`config.mk`:
```
export PLATFORM = sky130hd
export DESIGN_NAME = if_fetch_unit_flat
export DESIGN_NICKNAME = d
export VERILOG_FILES = /design/src/rtl/cpu_pkg.sv /design/src/rtl/if_fetch_unit_if.sv /design/src/rtl/fetch_buf.sv /design/src/rtl/if_fetch_unit.sv /design/src/flat_wrapper.sv
export SDC_FILE = /design/constraint.sdc
export NUM_CORES = 1
export LEC_CHECK = 0
export ABC_AREA = 1
export CAP_MARGIN = 20
export CORE_ASPECT_RATIO = 0.5
export CORE_MARGIN = 8
export CORE_UTILIZATION = 55
export DETAILED_ROUTE_END_ITERATION = 12
export GPL_ROUTABILITY_DRIVEN = 0
export PLACE_DENSITY = 0.87
export SYNTH_ARGS = -nofsm -noshare
export SYNTH_HDL_FRONTEND = slang
export SYNTH_SLANG_ARGS = --single-unit
```
`constraint.sdc`:
```
create_clock -name clk_i -period 11.3 [get_ports clk_i]
set_clock_uncertainty 0.2 [all_clocks]
set_input_delay 2.825 -clock clk_i [delete_from_list [all_inputs] [get_ports clk_i]]
set_output_delay 2.825 -clock clk_i [all_outputs]
set_load 0.01 [all_outputs]
```
`src/rtl/cpu_pkg.sv`:
```
// Types and constants shared by the fetch stage and the modules around it.
package cpu_pkg;

    localparam logic [31:0] NOP_INSTR = 32'h0;

    typedef enum logic [1:0] {
        IDLE = 2'd0,
        WAIT = 2'd1,
        DROP = 2'd2
    } fetch_state_t;

    typedef struct packed {
        logic [31:0] pc;
        logic [31:0] instr;
    } fetch_entry_t;

endpackage

```
`src/rtl/if_fetch_unit_if.sv`:
```
// Instruction-memory read port: req/addr held until gnt, one rvalid per grant at least a cycle later.
interface if_fetch_unit_if;

    logic        req;
    logic [31:0] addr;
    logic        gnt;
    logic        rvalid;
    logic [31:0] rdata;

    modport master (output req, addr, input gnt, rvalid, rdata);
    modport slave  (input req, addr, output gnt, rvalid, rdata);

endinterface

```
`src/rtl/fetch_buf.sv`:
```
// Small synchronous FIFO of fetched (pc, instr) pairs; clear wins over push.
module fetch_buf
    import cpu_pkg::*;
#(
    parameter int DEPTH = 2,
    localparam int AW = $clog2(DEPTH),
    localparam int CW = AW + 1
) (
    input  logic         clk_i,
    input  logic         rst_i,
    input  logic         push_i,
    input  fetch_entry_t entry_i,
    input  logic         pop_i,
    input  logic         clear_i,
    output fetch_entry_t head_o,
    output logic [CW-1:0] count_o
);

    fetch_entry_t    mem_q [DEPTH];
    logic [AW-1:0]   wr_ptr_q, wr_ptr_d;
    logic [AW-1:0]   rd_ptr_q, rd_ptr_d;
    logic [CW-1:0]   count_q, count_d;

    always_comb begin
        wr_ptr_d = push_i ? wr_ptr_q + 1'b1 : wr_ptr_q;
        rd_ptr_d = pop_i ? rd_ptr_q + 1'b1 : rd_ptr_q;
        case ({push_i, pop_i})
            2'b10:   count_d = count_q + 1'b1;
            2'b01:   count_d = count_q - 1'b1;
            default: count_d = count_q;
        endcase
    end

    always_ff @(posedge clk_i) begin
        if (rst_i || clear_i) begin
            wr_ptr_q <= '0;
            rd_ptr_q <= '0;
            count_q  <= '0;
        end else begin
            if (push_i) begin
                mem_q[wr_ptr_q] <= entry_i;
            end
            wr_ptr_q <= wr_ptr_d;
            rd_ptr_q <= rd_ptr_d;
            count_q  <= count_d;
        end
    end

    assign head_o  = mem_q[rd_ptr_q];
    assign count_o = count_q;

endmodule

```
`src/rtl/if_fetch_unit.sv`:
```
// Instruction-fetch stage: owns the fetch PC, keeps one imem read in flight and buffers returned words.
module if_fetch_unit
    import cpu_pkg::*;
#(
    parameter logic [31:0] RESET_PC  = 32'h0000_0000,
    parameter int          BUF_DEPTH = 2
) (
    input  logic              clk_i,
    input  logic              rst_i,
    input  logic              stall_i,
    input  logic              stall2_i,
    input  logic              flush_i,
    input  logic [31:0]       branch_target_i,
    if_fetch_unit_if.master   imem,
    output logic [31:0]       pc_o,
    output logic [31:0]       instr_o,
    output logic              fetch_valid_o,
    output fetch_state_t      state_o
);

    localparam int CW = $clog2(BUF_DEPTH) + 1;

    fetch_state_t  state_q, state_d;
    logic [31:0]   fetch_pc_q, fetch_pc_d;
    logic [31:0]   inflight_pc_q, inflight_pc_d;

    logic [CW-1:0] count;
    logic [CW-1:0] occupancy;
    fetch_entry_t  head;
    logic          space, req, fire, push, pop, buf_valid;

    fetch_buf #(.DEPTH(BUF_DEPTH)) u_buf (
        .clk_i   (clk_i),
        .rst_i   (rst_i),
        .push_i  (push),
        .entry_i ('{pc: inflight_pc_q, instr: imem.rdata}),
        .pop_i   (pop),
        .clear_i (flush_i),
        .head_o  (head),
        .count_o (count)
    );

    always_ff @(posedge clk_i) begin
        if (rst_i) begin
            state_q       <= IDLE;
            fetch_pc_q    <= RESET_PC;
            inflight_pc_q <= '0;
        end else begin
            state_q       <= state_d;
            fetch_pc_q    <= fetch_pc_d;
            inflight_pc_q <= inflight_pc_d;
        end
    end

    always_comb begin
        state_d = state_q;
        case (state_q)
            IDLE: if (fire) state_d = WAIT;
            WAIT: begin
                if (flush_i) begin
                    state_d = imem.rvalid ? IDLE : DROP;
                end else if (imem.rvalid) begin
                    state_d = fire ? WAIT : IDLE;
                end
            end
            DROP: if (imem.rvalid) state_d = fire ? WAIT : IDLE;
            default: state_d = IDLE;
        endcase
    end

    // An outstanding read reserves a buffer slot, so the buffer can never overflow.
    always_comb begin
        occupancy = count + CW'(state_q != IDLE);
        space     = occupancy < CW'(BUF_DEPTH);
        req       = !rst_i && !flush_i && space && (state_q == IDLE || imem.rvalid);
        fire      = req && imem.gnt;
        push      = (state_q == WAIT) && imem.rvalid && !flush_i;
        buf_valid = (count != '0);
        pop       = buf_valid && !stall_i && !stall2_i && !flush_i;
    end

    always_comb begin
        fetch_pc_d    = fetch_pc_q;
        inflight_pc_d = inflight_pc_q;
        if (flush_i) begin
            fetch_pc_d = {branch_target_i[31:2], 2'b00};
        end else if (fire) begin
            fetch_pc_d    = fetch_pc_q + 32'd4;
            inflight_pc_d = fetch_pc_q;
        end
    end

    assign imem.req      = req;
    assign imem.addr     = fetch_pc_q;
    assign fetch_valid_o = buf_valid;
    assign pc_o          = buf_valid ? head.pc : 32'h0;
    assign instr_o       = buf_valid ? head.instr : NOP_INSTR;
    assign state_o       = state_q;

endmodule
```
`src/flat_wrapper.sv`:
```
// flat-port wrapper written by rule: the top's interface ports become plain ports
module if_fetch_unit_flat import cpu_pkg::*;
#(
    parameter logic [31:0] RESET_PC  = 32'h0000_0000,
    parameter int          BUF_DEPTH = 2
)
  (clk_i, rst_i, stall_i, stall2_i, flush_i, branch_target_i, pc_o, instr_o, fetch_valid_o, state_o, imem_req, imem_addr, imem_gnt, imem_rvalid, imem_rdata);
  if_fetch_unit_if imem_i ();
  input  logic clk_i;
  input  logic rst_i;
  input  logic stall_i;
  input  logic stall2_i;
  input  logic flush_i;
  input  logic [31:0] branch_target_i;
  output logic [31:0] pc_o;
  output logic [31:0] instr_o;
  output logic fetch_valid_o;
  output fetch_state_t state_o;
  output wire logic [$bits(imem_i.req)-1:0] imem_req;
  output wire logic [$bits(imem_i.addr)-1:0] imem_addr;
  input wire logic [$bits(imem_i.gnt)-1:0] imem_gnt;
  input wire logic [$bits(imem_i.rvalid)-1:0] imem_rvalid;
  input wire logic [$bits(imem_i.rdata)-1:0] imem_rdata;
  assign imem_req = imem_i.req;
  assign imem_addr = imem_i.addr;
  assign imem_i.gnt = imem_gnt;
  assign imem_i.rvalid = imem_rvalid;
  assign imem_i.rdata = imem_rdata;
  if_fetch_unit #(.RESET_PC(RESET_PC), .BUF_DEPTH(BUF_DEPTH)) u_core (.clk_i(clk_i), .rst_i(rst_i), .stall_i(stall_i), .stall2_i(stall2_i), .flush_i(flush_i), .branch_target_i(branch_target_i), .imem(imem_i), .pc_o(pc_o), .instr_o(instr_o), .fetch_valid_o(fetch_valid_o), .state_o(state_o));
endmodule
```
==> results of run 1 <==
area by class of cell:
| type | count | share of cell area, % |
|---|---|---|
| Clock buffer | 19 | 4.085 |
| Inverter | 49 | 1.854 |
| Sequential cell | 191 | 47.80 |
| Clock inverter | 13 | 0.8382 |
| Tap cell | 198 | 2.338 |
| Timing Repair Buffer | 170 | 15.91 |
| Multi-Input combinational cell | 638 | 27.17 |
synth_stat cells:
library cell,instances
a2111oi_0,1
a21oi_1,118
a31o_2,1
a31oi_1,1
buf_1,2
buf_2,4
buf_4,5
buf_6,6
clkbuf_1,28
clkbuf_2,1
clkinv_8,1
conb_1,1
dfxtp_1,67
edfxtp_1,124
ha_1,2
inv_1,44
inv_2,4
nand2_1,320
nand2_2,3
nand2_4,1
nand3_1,47
nand3_2,1
nand3_4,1
nand3b_1,3
nand4_1,3
nand4_4,1
nor2_1,78
nor2_2,6
nor2_4,1
nor2_8,2
nor3_1,3
o21ai_0,10
o21ai_1,17
o21bai_1,3
xnor2_1,9
xor2_1,2
metrics by stage:
step           power (uW)  instance area [sq um]
3_3_place_gp        883.7                  10080
3_5_place_dp        888.1                  10080
2_1_floorplan       833.0                   8366
4_1_cts              1417                  10600
5_1_grt              1458                  10600
6_report             1415                  10600
cells by family after synthesis:
logic type	Yosys count	share of synthesized area, %
simple gates	470	23.38
flops	191	60.63
compound gates	151	9.241
buf+inv	95	5.257
xor+xnor	11	1.153
fa+ha+maj	2	0.2995
other cells	1	0.04489
path summary, 6_finish.rpt:
kind / from / endpoint / slack, ns
worst max register to register: u_core.state_o[0]$_SDFFE_PP0P_ / u_core.imem.addr[3]$_SDFFE_PP0P_ / 8.82
worst min register to register: u_core.inflight_pc_q[5]$_SDFFE_PP0P_ / u_core.u_buf.mem_q[0][37]$_DFFE_PP_ / 0.26
worst max-delay path: rst_i / imem_req / 3.35
worst min-delay path: u_core.inflight_pc_q[5]$_SDFFE_PP0P_ / u_core.u_buf.mem_q[0][37]$_DFFE_PP_ / 0.26
metal layers:
layer | global-route usage (%) | part of all wire, % | wire length [um] | up-vias
li1 | - | - | - | 3342
met3 | 4.085 | 6.4 | 1344 | 27
met4 | 7.524 | 1.3 | 273 | 0
met1 | 27.11 | 44 | 9331 | 3217
met2 | 36.48 | 48 | 10090 | 256
met5 | 0 | 0 | 0 | -
worst reg2reg max path, cell delays in order (launching register included):
cell     delay, ns
dfxtp_1       0.37
inv_1         0.09
nand2_1       0.14
nand2_1       0.08
nand2_2       0.12
nand4_4       0.61
nand2_2       0.45
inv_2         0.15
nor2_1        0.12
nor2_1        0.06
state kept, by name (all words and copies together) (netlist names), named ones only:
| signal | count |
|---|---|
| u_core.u_buf.rd_ptr_q | 1 |
| u_core.u_buf.wr_ptr_q | 1 |
| u_core.state_o | 2 |
| u_core.inflight_pc_q | 30 |
| u_core.u_buf.count_o | 2 |
| u_core.u_buf.mem_q | 124 |
| u_core.imem.addr | 30 |
power by group:
group	internal (uW)	total (uW)	switching, uW
combinational	51.7	103	51.4
sequential	754	772	17.7
clock	282	540	258
==> results.py, run 1 <==
metrics = {
    "run_status": {
        "status": "finished clean",
    },
    "yosys": {
        "yosys.area.top_type": "edfxtp_1",
        "syn-mean-instance-area_sq_um": 9.071,
        "yosys_warnings": 0,
        "yosys-top-cells-area": "edfxtp_1 45%, dfxtp_1 16%, nand2_1 14%",
        "synth.distinct_cells": 36,
        "synth.top_cell.area_share_pct": 44.57,
        "netlist_area_sq_mm": 0.008354,
        "ys_seq_elements": 191,
        "seq_area_frac_synth_pct": 60.63,
        "netlist_instances": 921,
    },
    "setup_path": {
        "cp.required_ns": 8.28,
        "cp_slowest_cell": "clkdlybuf4s50_1",
        "crit_top_cell": "clkdlybuf4s50_1",
        "critPathCaptureType": "output port",
        "path_cells": "clkdlybuf4s50_1 > buf_4 > inv_2 > nand2_4 > nor2_8 > nand3_4 > inv_1 > clkdlybuf4s50_1",
        "worstRegToRegCells": 9,
        "cp-start-kind": "input pin",
        "worst_path_dominant_cell_family": "buffers and inverters",
        "crit_cells": 8,
        "crit_type": "in -> out",
        "crit_fanout": 39,
        "cp_num_buf_inv": 5,
        "cp_slowest_stage_delay_ns": 0.53,
        "critical_path_arrival_ns": 4.93,
    },
    "die": {
        "core_area_sq_mm": 0.01466,
        "initial_core_util_pct": 56.98,
        "io_pins": 171,
        "fp-row-count": 31,
        "dieArea_sq_mm": 0.01963,
        "fp.dieW_um": 190.3,
        "fp.dieH_um": 103.2,
    },
    "timing": {
        "drv_slew": 0,
        "fmax_ghz": 0.1257,
        "hold_viol": 0,
        "worst_pin_slew_ns": 1.049,
        "setup_viol": 0,
        "timing.hold.ws_ns": 0.2643,
        "relSlewSlack_pct": 29.96,
        "rsz0062_at_grt": "no",
        "layout_setup_ws_ns": 3.348,
        "post-route-min-period_ns": 7.952,
        "tns_ns": 0,
        "post-route-period-util_pct": 70.38,
    },
    "grt": {
        "grt_pass1_vias": 6712,
        "overflow": 0,
        "grt_pass1_wl_mm": 33.13,
        "antenna_found_initial": 0,
        "track_usage_pct": 21.35,
        "grt_max_degree": 64,
    },
    "cts": {
        "post_cts_resize_count": 0,
        "cts_max_level": 4,
        "cts_tree": "built",
        "cts.path.max_buffers": 2,
        "cts_sinks": 191,
        "cts-buffers-inserted": 17,
        "path_clk_slew_ns": 0.07,
        "root_buffer": "clkbuf_16",
        "post_cts_buffers": 0,
        "clock_latency_ns": 0.42,
        "cts_hold_buf": 0,
    },
    "cells_and_area": {
        "multi_input_area_sq_mm": 0.002879,
        "mostFrequentLayoutCell": "nand2_1",
        "diodes": 0,
        "synthToLayoutAreaGrowth_pct": 26.85,
        "final_cells": 1278,
        "fin_nets": 1140,
        "layout_common_cells": "320 x nand2_1, 164 x clkdlybuf4s50_1, 124 x edfxtp_1",
        "fin_util_pct": 72.28,
        "filler_cell_count": 1005,
        "drive_above_1_share_pct": 5.556,
        "regArea_sq_mm": 0.005066,
    },
    "drt": {
        "avgRoutedWirePerCell_um": 16.46,
        "via_per_inst": 5.354,
        "drt_iter0_drc": 629,
        "num_vias": 6842,
        "wirelength_mm": 21.04,
        "drc_errors": 0,
        "drtAntennaViolNets": 0,
        "drtPass1Iterations": 5,
    },
    "power_and_ir_drop": {
        "ir_drop_mv": 0.1026,
        "p_leak_uw": 0.003822,
        "powerDensity_mw_per_mm2": 133.5,
    },
    "worst_hold_path": {
        "hold_class": "reg -> reg",
        "min_path_cells": 0,
    },
    "run": {
        "drv_cap": 0,
    },
    "placed_design": {
        "dp_slack_ns": 3.362,
        "portBuffers": 164,
        "dp_cells": 1246,
        "dp_hpwl_mm": 13.89,
    },
}
(Power assumes the default switching activity.)
==> run 2, diff against run 1 <==
- CORE_UTILIZATION: 55 -> 52
- PLACE_DENSITY: 0.87 -> 0.83
- clock period: 11.3 -> 7.49 ns (I/O delays scaled with it)
==> run 2 against run 1 <==
  * Power grew 58%
  * Sequential power up 50%
  * Wire length grew 3.2%
  * Sequential share of layout area decreased by 0.49 points
  * Critical path type unchanged
  * Die area is 5.1% higher
  * Register-to-register slack got worse by 3.9 ns
  * Hold slack is essentially flat
  * Critical endpoint unchanged
==> results.py, run 2 (synthesis results as in run 1) <==
metrics = {
    "power_and_ir_drop": {
        "internal_power_uw": 1737,
        "p_switching_uw": 495.2,
        "ir_drop_mv": 0.2302,
        "clkPwrFrac_pct": 40.9,
        "p_leak_uw": 0.003879,
        "combPwrFrac_pct": 7.0,
        "netSwitchingFraction_pct": 22.18,
        "pwr-share-seq_pct": 52.2,
        "powerDensity_mw_per_mm2": 208.5,
    },
    "run": {
        "drv_cap": 0,
    },
    "cells_and_area": {
        "filler_cell_count": 1175,
        "fin_util_pct": 68.74,
        "regArea_sq_mm": 0.005066,
        "largest_register": "u_core.u_buf.mem_q",
        "diodes": 0,
        "synthToLayoutAreaGrowth_pct": 28.16,
        "multi_input_area_sq_mm": 0.002879,
        "mostFrequentLayoutCell": "nand2_1",
        "drive_above_1_share_pct": 5.828,
        "fin_nets": 1141,
        "largest_reg_flops": 124,
        "layout_common_cells": "320 x nand2_1, 164 x clkdlybuf4s50_1, 124 x edfxtp_1",
    },
    "timing": {
        "rsz0062_at_grt": "no",
        "post-route-period-util_pct": 81.30,
        "tns_ns": 0,
        "post-route-min-period_ns": 6.089,
        "layout_setup_ws_ns": 1.401,
        "fmax_ghz": 0.1642,
        "setup_viol": 0,
        "hold_viol": 0,
        "drv_slew": 0,
        "timing.hold.ws_ns": 0.2646,
        "worst_pin_slew_ns": 0.8513,
        "relSlewSlack_pct": 43.25,
    },
    "drt": {
        "drtPass1Iterations": 4,
        "wirelength_mm": 21.70,
        "num_vias": 6918,
        "avgRoutedWirePerCell_um": 16.89,
        "drtAntennaViolNets": 0,
        "drt_iter0_drc": 676,
        "drc_errors": 0,
        "via_per_inst": 5.384,
    },
    "grt": {
        "grt_max_degree": 64,
        "grt_pass1_vias": 6828,
        "grt_pass1_wl_mm": 34.91,
        "antenna_found_initial": 0,
        "track_usage_pct": 20.74,
        "overflow": 0,
    },
    "setup_path": {
        "cp.required_ns": 5.42,
        "crit_fanout": 39,
        "crit_type": "in -> out",
        "worstRegToRegCells": 9,
        "critical_path_arrival_ns": 4.02,
        "reg2reg_to": "u_core.imem.addr[9]$_SDFFE_PP0P_",
        "r2r_setup_slack_ns": 4.96,
        "cp-endpoint": "imem_req",
        "critPathCaptureType": "output port",
        "r2r_start": "u_core.state_o[1]$_SDFFE_PP0P_",
        "cp-start-kind": "input pin",
        "setup.worst_path.start": "rst_i",
    },
    "cts": {
        "root_buffer": "clkbuf_16",
        "cts_hold_buf": 0,
        "post_cts_buffers": 0,
        "cts_sinks": 191,
        "cts_tree": "built",
        "cts_max_level": 4,
        "post_cts_resize_count": 0,
        "path_clk_slew_ns": 0.07,
        "clock_latency_ns": 0.42,
        "cts.path.max_buffers": 2,
        "cts-buffers-inserted": 17,
    },
    "die": {
        "io_pins": 171,
        "fp.dieH_um": 105.6,
        "dieArea_sq_mm": 0.02062,
        "fp.dieW_um": 195.3,
        "core_area_sq_mm": 0.01557,
        "fp-row-count": 32,
        "initial_core_util_pct": 53.64,
    },
    "placed_design": {
        "dp_slack_ns": 1.419,
        "dp_hpwl_mm": 14.15,
        "portBuffers": 164,
    },
    "worst_hold_path": {
        "hold_class": "reg -> reg",
    },
    "run_status": {
        "status": "finished clean",
    },
}
==> run 2: power groups by stage <==
stage	registers (uW)	logic (uW)	clock network [uW]
2_1_floorplan	1180	74.1	0
3_3_place_gp	1190	149	0
3_5_place_dp	1190	154	0
4_1_cts	1160	156	921
5_1_grt	1170	171	961
6_report	1160	156	912
==> run 2: final cells by class <==
type	count	share of cell area (%)
clock buffers	23	4.768
clock inverters	9	0.8648
inverters	49	1.835
multi-input cells	638	26.89
flip-flops and latches	191	47.32
well taps	204	2.384
repair buffers	171	15.94
==> run 2: critical path: stages <==
cell and delay, ns:
clkdlybuf4s50_1 0.39, buf_4 0.28, inv_2 0.44, nand2_4 0.15
nor2_8 0.17, nand3_4 0.10, inv_1 0.06, clkdlybuf4s50_1 0.53
==> run 2: worst min path at each step <==
stage | start | to | slack [ns] | cells after the start
global placement | u_core.inflight_pc_q[17]$_SDFFE_PP0P_ | u_core.u_buf.mem_q[1][49]$_DFFE_PP_ | 0.23 | 0
CTS | u_core.inflight_pc_q[17]$_SDFFE_PP0P_ | u_core.u_buf.mem_q[0][49]$_DFFE_PP_ | 0.27 | 0
finish | u_core.inflight_pc_q[17]$_SDFFE_PP0P_ | u_core.u_buf.mem_q[0][49]$_DFFE_PP_ | 0.26 | 0
detailed placement | u_core.inflight_pc_q[3]$_SDFFE_PP0P_ | u_core.u_buf.mem_q[0][35]$_DFFE_PP_ | 0.24 | 0
global route | u_core.inflight_pc_q[3]$_SDFFE_PP0P_ | u_core.u_buf.mem_q[1][35]$_DFFE_PP_ | 0.28 | 0
floorplan | u_core.inflight_pc_q[2]$_SDFFE_PP0P_ | u_core.u_buf.mem_q[0][34]$_DFFE_PP_ | 0.22 | 0
==> run 2: metal layers <==
| layer | part of all wire, % | up-vias | global-route usage, % |
|---|---|---|---|
| li1 | - | 3346 | - |
| met1 | 44 | 3304 | 27.17 |
| met2 | 47 | 236 | 34.32 |
| met3 | 6.9 | 32 | 3.967 |
| met4 | 1.8 | 0 | 7.316 |
| met5 | 0 | - | 0 |
==> run 2: stage by stage <==
stage / cells / total power (uW) / instance area, sq um
after floorplan: 924 / 1257 / 8366
after global placement: 1252 / 1335 / 10080
after detailed placement: 1252 / 1341 / 10080
after CTS: 1284 / 2240 / 10690
after global routing: 1285 / 2298 / 10710
final: 1285 / 2233 / 10710
==> run 3, diff against run 2 <==
- CORE_UTILIZATION: 52 -> 47
- PLACE_DENSITY: 0.83 -> 0.79
- clock period: 7.49 -> 5.1 ns (I/O delays scaled with it)
==> run 3 against run 2 <==
  * Die area is 9.4% higher
  * Global-route usage is 1.3 points lower
  * Via count is 1.1% lower
  * Worst setup slack worse by 0.71 ns
  * Clock-buffer cell count is 5 lower
  * Cell area is 0.58% higher
  * Critical endpoint unchanged
==> results.py, run 3 (synthesis results as in run 1) <==
metrics = {
    "power_and_ir_drop": {
        "powerDensity_mw_per_mm2": 303.1,
        "netSwitchingFraction_pct": 23.66,
        "ir_drop_mv": 0.2274,
        "clkPwrFrac_pct": 40.6,
        "combPwrFrac_pct": 7.1,
        "internal_power_uw": 2492,
        "pwr-share-seq_pct": 52.3,
        "p_leak_uw": 0.003886,
        "p_switching_uw": 772.4,
    },
    "cts": {
        "post_cts_resize_count": 0,
        "clock_latency_ns": 0.43,
        "cts_max_level": 4,
        "cts_sinks": 191,
        "root_buffer": "clkbuf_16",
        "cts_hold_buf": 0,
        "path_clk_slew_ns": 0.07,
        "post_cts_buffers": 0,
        "cts.path.max_buffers": 2,
        "cts-buffers-inserted": 17,
        "cts_tree": "built",
    },
    "timing": {
        "drv_slew": 0,
        "worst_pin_slew_ns": 0.8056,
        "timing.hold.ws_ns": 0.2614,
        "rsz0062_at_grt": "no",
        "fmax_ghz": 0.2270,
        "relSlewSlack_pct": 46.19,
        "hold_viol": 0,
        "setup_viol": 0,
        "post-route-period-util_pct": 86.39,
        "post-route-min-period_ns": 4.406,
    },
    "drt": {
        "num_vias": 6840,
        "drtAntennaViolNets": 0,
        "avgRoutedWirePerCell_um": 16.65,
        "via_per_inst": 5.194,
        "drtPass1Iterations": 5,
        "drc_errors": 0,
        "wirelength_mm": 21.92,
        "drt_iter0_drc": 539,
    },
    "setup_path": {
        "r2r_start": "u_core.u_buf.count_o[0]$_SDFFE_PP0P_",
        "crit_type": "in -> out",
        "cp.required_ns": 3.62,
        "r2r_setup_slack_ns": 2.36,
        "setup.worst_path.start": "flush_i",
        "cp-start-kind": "input pin",
        "critPathCaptureType": "output port",
        "worstRegToRegCells": 9,
        "critical_path_arrival_ns": 2.93,
        "cp-endpoint": "imem_req",
        "crit_fanout": 27,
        "reg2reg_to": "u_core.u_buf.count_o[1]$_SDFFE_PP0P_",
    },
    "cells_and_area": {
        "layout_common_cells": "320 x nand2_1, 164 x clkdlybuf4s50_1, 124 x edfxtp_1",
        "filler_cell_count": 1437,
        "largest_register": "u_core.u_buf.mem_q",
        "fin_util_pct": 61.89,
        "largest_reg_flops": 124,
        "mostFrequentLayoutCell": "nand2_1",
        "fin_nets": 1143,
        "diodes": 0,
        "drive_above_1_share_pct": 6.187,
        "fin_area_sq_mm": 0.01077,
        "synthToLayoutAreaGrowth_pct": 28.91,
    },
    "run": {
        "drv_cap": 0,
    },
    "grt": {
        "antenna_found_initial": 0,
        "overflow": 0,
        "track_usage_pct": 19.43,
        "grt_max_degree": 63,
        "grt_pass1_vias": 6789,
        "grt_pass1_wl_mm": 35.03,
    },
    "placed_design": {
        "portBuffers": 164,
        "dp_hpwl_mm": 14.90,
        "place_area_sq_mm": 0.01016,
    },
    "die": {
        "core_area_sq_mm": 0.01740,
        "initial_core_util_pct": 48.02,
        "io_pins": 171,
        "dieArea_sq_mm": 0.02256,
        "fp.dieH_um": 110.3,
        "fp.dieW_um": 204.5,
        "fp-row-count": 34,
    },
    "run_status": {
        "status": "finished clean",
    },
    "worst_hold_path": {
        "hold_class": "reg -> reg",
    },
}
[run 3: per-stage QoR]
step | TNS [ns] | setup WS, ns | total power [uW] | std cells
5_1_grt | 0 | 0.6267 | 3370 | 1317
6_report | 0 | 0.6941 | 3264 | 1317
3_5_place_dp | 0 | 0.6865 | 1972 | 1284
2_1_floorplan | -200.16 | -1.614 | 1846 | 924
3_3_place_gp | 0 | 0.6977 | 1963 | 1284
4_1_cts | 0 | 0.6849 | 3292 | 1316
[run 3: how the worst min path moves through the flow]
stage                                               start                                  end  slack, ns  cells past startpoint
floorplan            u_core.inflight_pc_q[2]$_SDFFE_PP0P_  u_core.u_buf.mem_q[0][34]$_DFFE_PP_       0.22                      0
global placement     u_core.inflight_pc_q[8]$_SDFFE_PP0P_  u_core.u_buf.mem_q[0][40]$_DFFE_PP_       0.23                      0
detailed placement   u_core.inflight_pc_q[8]$_SDFFE_PP0P_  u_core.u_buf.mem_q[0][40]$_DFFE_PP_       0.24                      0
CTS                    u_core.u_buf.rd_ptr_q$_SDFFE_PP0P_   u_core.u_buf.rd_ptr_q$_SDFFE_PP0P_       0.26                      1
global route        u_core.inflight_pc_q[11]$_SDFFE_PP0P_  u_core.u_buf.mem_q[1][43]$_DFFE_PP_       0.28                      0
finish              u_core.inflight_pc_q[17]$_SDFFE_PP0P_  u_core.u_buf.mem_q[1][49]$_DFFE_PP_       0.26                      0
[run 3: power by group through the flow]
stage	registers (uW)	logic, uW	clock network [uW]
2_1_floorplan	1740	109	0
3_3_place_gp	1740	222	0
3_5_place_dp	1740	230	0
4_1_cts	1710	231	1350
5_1_grt	1710	253	1400
6_report	1710	230	1330
[run 3: critical path: stages]
cell and delay, ns:
clkdlybuf4s50_1 0.53, clkinv_8 0.18, nand2_4 0.10, nor2_8 0.14, nand3_4 0.10, inv_1 0.07
clkdlybuf4s50_1 0.53
[run 3: final cells by class]
| class | instances | area [sq um] | share of cell area (%) |
|---|---|---|---|
| timing repair buffer | 173 | 1747 | 16.22 |
| clock inverter | 14 | 148.9 | 1.383 |
| multi-input combinational | 638 | 2879 | 26.73 |
| inverter | 49 | 196.4 | 1.824 |
| tap | 234 | 292.8 | 2.719 |
| sequential | 191 | 5066 | 47.04 |
| clock buffer | 18 | 439.2 | 4.078 |
[run 3: per-layer routing]
metal  track usage [%]  vias to the layer above  routed length (um)
met5                 0                        -                   0
met4             6.745                        0                 414
met2             33.46                      204               10560
met3             3.092                       32                1116
li1                  -                     3353                   -
met1             25.00                     3251                9833
